[src/rtl/branch_predictor.sv]
`default_nettype none
// ---------------------------------------------------------------------------
// branch_predictor : direct-mapped BTB + saturating-counter BHT, EX-stage
//                    mispredict detection and resolution statistics.
// Revision: 1.0
// ---------------------------------------------------------------------------
module branch_predictor #(
  parameter int DATA_LEN = 32,
  parameter int ENTRIES  = 16,
  parameter int CNT_BITS = 2,
  parameter int STAT_LEN = 32
) (
  input  logic                clk,
  input  logic                reset,
  input  logic                flush,
  input  logic [DATA_LEN-1:0] if_pc,
  output logic                pred_taken,
  output logic [DATA_LEN-1:0] pred_target,
  input  logic                upd_valid,
  input  logic [DATA_LEN-1:0] upd_pc,
  input  logic                upd_is_br,
  input  logic                upd_taken,
  input  logic [DATA_LEN-1:0] upd_target,
  input  logic                upd_pred_taken,
  input  logic [DATA_LEN-1:0] upd_pred_target,
  output logic                mispredict,
  output logic [DATA_LEN-1:0] redirect_pc,
  output logic [STAT_LEN-1:0] stat_branches,
  output logic [STAT_LEN-1:0] stat_mispredicts
);

  localparam int IDX   = $clog2(ENTRIES);
  localparam int TAG_W = DATA_LEN - IDX - 2;
  localparam logic [CNT_BITS-1:0] CNT_MAX  = {CNT_BITS{1'b1}};
  localparam logic [CNT_BITS-1:0] CNT_WEAK = CNT_BITS'(1) << (CNT_BITS - 1);

  logic [ENTRIES-1:0]               valid_q, valid_d;
  logic [ENTRIES-1:0][CNT_BITS-1:0] cnt_q, cnt_d;
  logic [TAG_W-1:0]                 tag_q [ENTRIES];
  logic [TAG_W-1:0]                 tag_d [ENTRIES];
  logic [DATA_LEN-1:0]              tgt_q [ENTRIES];
  logic [DATA_LEN-1:0]              tgt_d [ENTRIES];
  logic [STAT_LEN-1:0]              stat_br_q, stat_br_d;
  logic [STAT_LEN-1:0]              stat_mp_q, stat_mp_d;

  logic [IDX-1:0]   lk_idx, up_idx;
  logic [TAG_W-1:0] lk_tag, up_tag;
  logic             lk_hit, up_hit;
  logic             br_event, upd_en;

  assign lk_idx = if_pc[IDX+1:2];
  assign lk_tag = if_pc[DATA_LEN-1:IDX+2];
  assign up_idx = upd_pc[IDX+1:2];
  assign up_tag = upd_pc[DATA_LEN-1:IDX+2];

  assign lk_hit = valid_q[lk_idx] && (tag_q[lk_idx] == lk_tag);
  assign up_hit = valid_q[up_idx] && (tag_q[up_idx] == up_tag);

  assign pred_taken  = lk_hit && cnt_q[lk_idx][CNT_BITS-1];
  assign pred_target = pred_taken ? tgt_q[lk_idx] : if_pc + DATA_LEN'(4);

  always_comb begin
    mispredict = 1'b0;
    if (reset && upd_valid) begin
      if (upd_is_br)
        mispredict = (upd_taken != upd_pred_taken) ||
                     (upd_taken && (upd_target != upd_pred_target));
      else
        mispredict = upd_pred_taken;
    end
  end

  assign redirect_pc = (upd_is_br && upd_taken) ? upd_target : upd_pc + DATA_LEN'(4);

  assign br_event = reset && upd_valid && upd_is_br;
  // flush wins over a same-cycle update; the stats below still see it
  assign upd_en   = reset && upd_valid && !flush;

  always_comb begin
    valid_d = valid_q;
    cnt_d   = cnt_q;
    tag_d   = tag_q;
    tgt_d   = tgt_q;
    if (reset && flush) begin
      valid_d = '0;
    end else if (upd_en) begin
      if (upd_is_br) begin
        if (up_hit) begin
          if (upd_taken) begin
            if (cnt_q[up_idx] != CNT_MAX) cnt_d[up_idx] = cnt_q[up_idx] + CNT_BITS'(1);
            tgt_d[up_idx] = upd_target;
          end else if (cnt_q[up_idx] != '0) begin
            cnt_d[up_idx] = cnt_q[up_idx] - CNT_BITS'(1);
          end
        end else if (upd_taken) begin
          valid_d[up_idx] = 1'b1;
          tag_d[up_idx]   = up_tag;
          tgt_d[up_idx]   = upd_target;
          cnt_d[up_idx]   = CNT_WEAK;
        end
      end else if (up_hit) begin
        valid_d[up_idx] = 1'b0;
      end
    end
  end

  always_comb begin
    stat_br_d = stat_br_q;
    stat_mp_d = stat_mp_q;
    if (br_event && (stat_br_q != '1))   stat_br_d = stat_br_q + STAT_LEN'(1);
    if (mispredict && (stat_mp_q != '1)) stat_mp_d = stat_mp_q + STAT_LEN'(1);
  end

  always_ff @(posedge clk or negedge reset) begin
    if (!reset) begin
      valid_q   <= '0;
      cnt_q     <= '0;
      stat_br_q <= '0;
      stat_mp_q <= '0;
    end else begin
      valid_q   <= valid_d;
      cnt_q     <= cnt_d;
      stat_br_q <= stat_br_d;
      stat_mp_q <= stat_mp_d;
    end
  end

  // Tag/target storage carries no reset; writes are already gated by reset in upd_en
  always_ff @(posedge clk) begin
    tag_q <= tag_d;
    tgt_q <= tgt_d;
  end

  assign stat_branches    = stat_br_q;
  assign stat_mispredicts = stat_mp_q;

endmodule
`default_nettype wire

[config.mk]
export PLATFORM = sky130hd
export DESIGN_NAME = branch_predictor
export DESIGN_NICKNAME = d
export VERILOG_FILES = /design/src/rtl/branch_predictor.sv
export SDC_FILE = /design/constraint.sdc
export NUM_CORES = 2
export LEC_CHECK = 0
export BUFFER_PORTS_ARGS = -buffer_cell sky130_fd_sc_hd__buf_2
export CORE_AREA = 2 2 207 362
export CTS_BUF_LIST = sky130_fd_sc_hd__clkbuf_8
export DETAILED_ROUTE_END_ITERATION = 10
export DIE_AREA = 0 0 209 364
export HOLD_SLACK_MARGIN = 0.08
export PLACE_DENSITY = 0.85
export SLEW_MARGIN = 20
export SYNTH_ARGS = -nofsm -noshare
export SYNTH_HDL_FRONTEND = slang
export SYNTH_SLANG_ARGS = --single-unit
[constraint.sdc]
create_clock -name clk -period 11.4 [get_ports clk]
set_clock_uncertainty 0.2 [all_clocks]
set_input_delay 1.71 -clock clk [delete_from_list [all_inputs] [get_ports clk]]
set_output_delay 1.71 -clock clk [all_outputs]
set_load 0.02 [all_outputs]
==> results.rst <==
.. list-table::
   :header-rows: 1

   * - Metric
     - Value
   * - Global Route Usage Sum
     - 37.7%
   * - Number of hold-slack violations in the final timing report
     - 0
   * - Number of I/O pins
     - 265
   * - Final worst path period share
     - 74.5%
   * - Areal power density over the cells
     - 149 nW/um2
   * - Row Count
     - 132
   * - Part of the Yosys area used for sequential elements
     - 64.9%
   * - Initial DRC Count
     - 3889
   * - Resize count post-CTS
     - 0
   * - # DRC
     - 0
   * - Number of setup buffers added after CTS
     - 0
   * - CTS tree
     - done
   * - Post-DR vias/cell
     - 7.24
   * - Length of routed met3 wiring
     - 16.4 mm
   * - Count of flip-flops with a built-in enable after synthesis
     - 928
   * - Cell count of the worst reg-to-reg path
     - 11
   * - Leading post-synthesis cells by cell area
     - sky130_fd_sc_hd__edfxtp_1, sky130_fd_sc_hd__mux4_2, sky130_fd_sc_hd__dfrtp_1
   * - Insertion delay to the later sink of the worst-skew pair
     - 830 ps
   * - Sum of met2 wire segment lengths after detailed routing
     - 68.6 mm
   * - Fraction of post-synthesis cell area in the top cell type by area
     - 59.0%
   * - Input/output buffers
     - 264
   * - Antenna violations before repair
     - 20
   * - Post-synthesis sequential element count
     - 1040
   * - Upper clock frequency limit
     - 118 MHz
   * - Setup repair after global routing missed its margin
     - false
   * - Max Cap Viol
     - 0
   * - Fin nets
     - 3053
   * - CP Max Fanout
     - 84
   * - Met1 WL
     - 43.9 mm
   * - Die X-Extent
     - 209 um
   * - Height of the die
     - 364 um
   * - Routed wire length
     - 141 mm
   * - CTS sink count
     - 1040
   * - Number of iterations in the first detailed-routing pass
     - 6
   * - Slack of the worst reg-to-reg path
     - 5250 ps
   * - Die Outline Area
     - 76100 um2
   * - Setup violation total in the final timing report
     - 0
   * - Arrival time at the worst endpoint
     - 6580 ps
   * - Maximum number of pins on one net before global-route repair
     - 108
   * - Number of buffers inserted during clock tree synthesis
     - 146
   * - Launch point of the worst path
     - if_pc[2]
   * - R2R Path Start
     - tag_q[142]$_DFFE_PP_
   * - Syn Inst Count
     - 2596
   * - Rel. slew slack
     - 20.2%
   * - Number of cells on the worst hold path
     - 1
   * - Worst VDD drop
     - 0.000122 V
   * - Initial core utilization
     - 64.3%
   * - Most area-hungry cell type in the Yosys netlist
     - sky130_fd_sc_hd__edfxtp_1
   * - Library cell used as clock root buffer
     - sky130_fd_sc_hd__clkbuf_8
   * - Clock tree buffer depth
     - 3
   * - Critical path destination
     - pred_target[10]
   * - Async set-reset flop share out of synthesis
     - 10.8%
   * - Worst Hold Class
     - reg -> reg
   * - Primary flip-flop cell chosen by synthesis mapping
     - sky130_fd_sc_hd__edfxtp_1
   * - Number of different library cells in the post-synthesis netlist
     - 72
   * - Core Footprint
     - 73500 um2
   * - Half-perimeter wire length after detailed placement
     - 92.0 mm
   * - Worst slew pin tran
     - 1190 ps
   * - Clock Pin Slew Worst Setup and Hold Paths
     - 60 ps
   * - Residual antenna-violating net count after detailed routing
     - 0
   * - GPL Wtd Cong
     - 1.03
   * - Placed instance area
     - 50000 um2
   * - Startpoint class of the critical path
     - input pin
   * - Category of the worst setup path capture point
     - output pin
   * - Final Util
     - 72.0%
   * - Area growth from synthesis to final layout
     - 11.9%
   * - Post-synthesis instance area
     - 47300 um2
   * - Syn_nets
     - 2740
   * - Required time at the endpoint of the critical path
     - 9490 ps
   * - Global-route wire length before repair
     - 200 mm
   * - Top routing layer in use
     - met5
   * - Yosys warnings
     - 0
   * - Number of vias in the routed layout
     - 28784
   * - Fraction of layout cells with a size suffix above 1
     - 33.4%
   * - Final non-filler cell area
     - 52900 um2
   * - CTS H-tree lvls
     - 4
   * - Via count of the first global-routing pass
     - 29332
   * - Endpoint of the worst register-to-register path
     - tag_q[172]$_DFFE_PP_
   * - Outcome
     - finished, final reports clean
   * - Class of the most critical setup path
     - in -> out
   * - Leakage power total
     - 18.1 nW
   * - Wire length per cell after detailed routing
     - 35.4 um
   * - Post-synthesis average cell area
     - 18.2 um2
   * - Minimum clock period after layout
     - 8490 ps
   * - Grt total ovfl
     - 0
   * - FILL cells
     - 4248
   * - Final max-slew violation count
     - 0
   * - Sum of negative setup slack
     - 0 ps
   * - Total power draw
     - 7.86 mW
   * - Quantity of hold-fixing buffers added after cts
     - 0
[cells in the mapped netlist (all sizes together), types with 19 or more instances]
cell type,count
buf,85
o21ai,46
nand4,36
edfxtp,928
a22oi,21
mux2i,103
mux2,75
mux4,365
xnor2,128
nor2,74
clkbuf,76
xor2,82
nand2,117
dfrtp,112
nand3,79
a211oi,21
and3,34
nor3,19
[how the worst min path moves through the flow]
stage / startpoint / slack, ps / end
after detailed placement: cnt_q[18]$_DFFE_PN0P_ / 280 / cnt_q[18]$_DFFE_PN0P_
after global routing: cnt_q[12]$_DFFE_PN0P_ / 310 / cnt_q[12]$_DFFE_PN0P_
after CTS: cnt_q[12]$_DFFE_PN0P_ / 290 / cnt_q[12]$_DFFE_PN0P_
final: cnt_q[12]$_DFFE_PN0P_ / 280 / cnt_q[12]$_DFFE_PN0P_
after floorplan: cnt_q[20]$_DFFE_PN0P_ / 250 / cnt_q[20]$_DFFE_PN0P_
after global placement: cnt_q[12]$_DFFE_PN0P_ / 260 / cnt_q[12]$_DFFE_PN0P_
[state kept, by name, summed over array words and instances, names as in the netlist]
| signal | flops |
|---|---|
| cnt_q | 32 |
| stat_branches | 32 |
| stat_mispredicts | 32 |
| tag_q | 416 |
| tgt_q | 512 |
| valid_q | 16 |
[per-stage QoR]
step / instances / hold WS, ps / setup slack [ps]
after detailed placement: 3699 / 275 / 3010
after global placement: 3689 / 264 / 2920
after global routing: 3971 / 306 / 2800
after CTS: 3965 / 287 / 3030
final: 3974 / 285 / 2910
after floorplan: 2596 / 252 / 4290
[cells by family after synthesis]
kind of cell / after synthesis / share of synthesized area (%)
flops: 1040 / 64.9
mux: 543 / 21.4
simple gates: 432 / 4.66
xor+xnor: 210 / 3.89
compound gates: 184 / 3.12
buf+inv: 178 / 1.77
fa+ha+maj: 9 / 0.238
[area by class of cell]
type | count | area, um2 | area share, %
antenna | 9 | 22.5 | 0.0426
timing repair buffer | 326 | 2050 | 3.87
clock inverter | 110 | 753 | 1.42
sequential | 1040 | 30700 | 58.0
clock buffer | 156 | 2150 | 4.06
tap | 938 | 1170 | 2.22
inverter | 17 | 63.8 | 0.121
multi-input combinational | 1378 | 16000 | 30.3
[routing by layer]
metal	track usage [%]	vias to the layer above
met3	9.21	575
met1	44.0	14562
li1	-	11282
met5	0	-
met2	60.9	2343
met4	29.1	22
[cells in the final DEF (no fill, tap or decap), types with 7 or more instances in the layout]
master                      synthesis  final
sky130_fd_sc_hd__clkinv_1           2     29
sky130_fd_sc_hd__dfrtp_1          112    112
sky130_fd_sc_hd__bufinv_16          0     10
sky130_fd_sc_hd__nor2b_1           18     17
sky130_fd_sc_hd__clkbuf_8           0    156
sky130_fd_sc_hd__nand3_1           78     78
sky130_fd_sc_hd__a31oi_1           15     15
sky130_fd_sc_hd__a22o_1             8      8
sky130_fd_sc_hd__clkinv_2           0     23
sky130_fd_sc_hd__nor4_1            16     16
sky130_fd_sc_hd__a22oi_1           20     20
sky130_fd_sc_hd__nand2_1          117    116
sky130_fd_sc_hd__and4_1            11     11
sky130_fd_sc_hd__mux2_2            53     53
sky130_fd_sc_hd__o21ai_0           46     45
sky130_fd_sc_hd__nor2_4             1     33
sky130_fd_sc_hd__o32ai_4            8      8
sky130_fd_sc_hd__ha_1               9      9
sky130_fd_sc_hd__mux2_1            16     16
sky130_fd_sc_hd__a21oi_1           10     10
sky130_fd_sc_hd__and3_1            34     34
sky130_fd_sc_hd__buf_4             16     54
sky130_fd_sc_hd__inv_1             13     53
sky130_fd_sc_hd__mux4_2           365    365
sky130_fd_sc_hd__nor2_1            73     40
sky130_fd_sc_hd__a221oi_1           7      7
sky130_fd_sc_hd__nand4_1           36     36
sky130_fd_sc_hd__diode_2            0      9
sky130_fd_sc_hd__xor2_1            82     82
sky130_fd_sc_hd__o211ai_1           9      9
sky130_fd_sc_hd__a211oi_1          21     21
sky130_fd_sc_hd__mux2i_1          103    103
sky130_fd_sc_hd__buf_2             52    256
sky130_fd_sc_hd__nor3_1            18     18
sky130_fd_sc_hd__edfxtp_1         928    928
sky130_fd_sc_hd__buf_16             0      8
sky130_fd_sc_hd__xnor2_1          128    128
[worst max-delay path, cell delays in order]
cell                      delay, ps
sky130_fd_sc_hd__buf_8          640
sky130_fd_sc_hd__mux4_2         650
sky130_fd_sc_hd__mux4_2         610
sky130_fd_sc_hd__xnor2_1        340
sky130_fd_sc_hd__nand2_1         70
sky130_fd_sc_hd__or3b_2         470
sky130_fd_sc_hd__nor4b_1        530
sky130_fd_sc_hd__nand4_1        520
sky130_fd_sc_hd__buf_4          470
sky130_fd_sc_hd__mux2_2         340
sky130_fd_sc_hd__buf_2          160
[report_power, final]
part	internal [mW]	leakage [nW]	switching, mW
clock	1.50	1.64	1.42
sequential	4.18	9.87	0.0329
combinational	0.269	6.58	0.455
total	5.95	18.1	1.91
No activity file was read; power rests on OpenSTA's default activity.
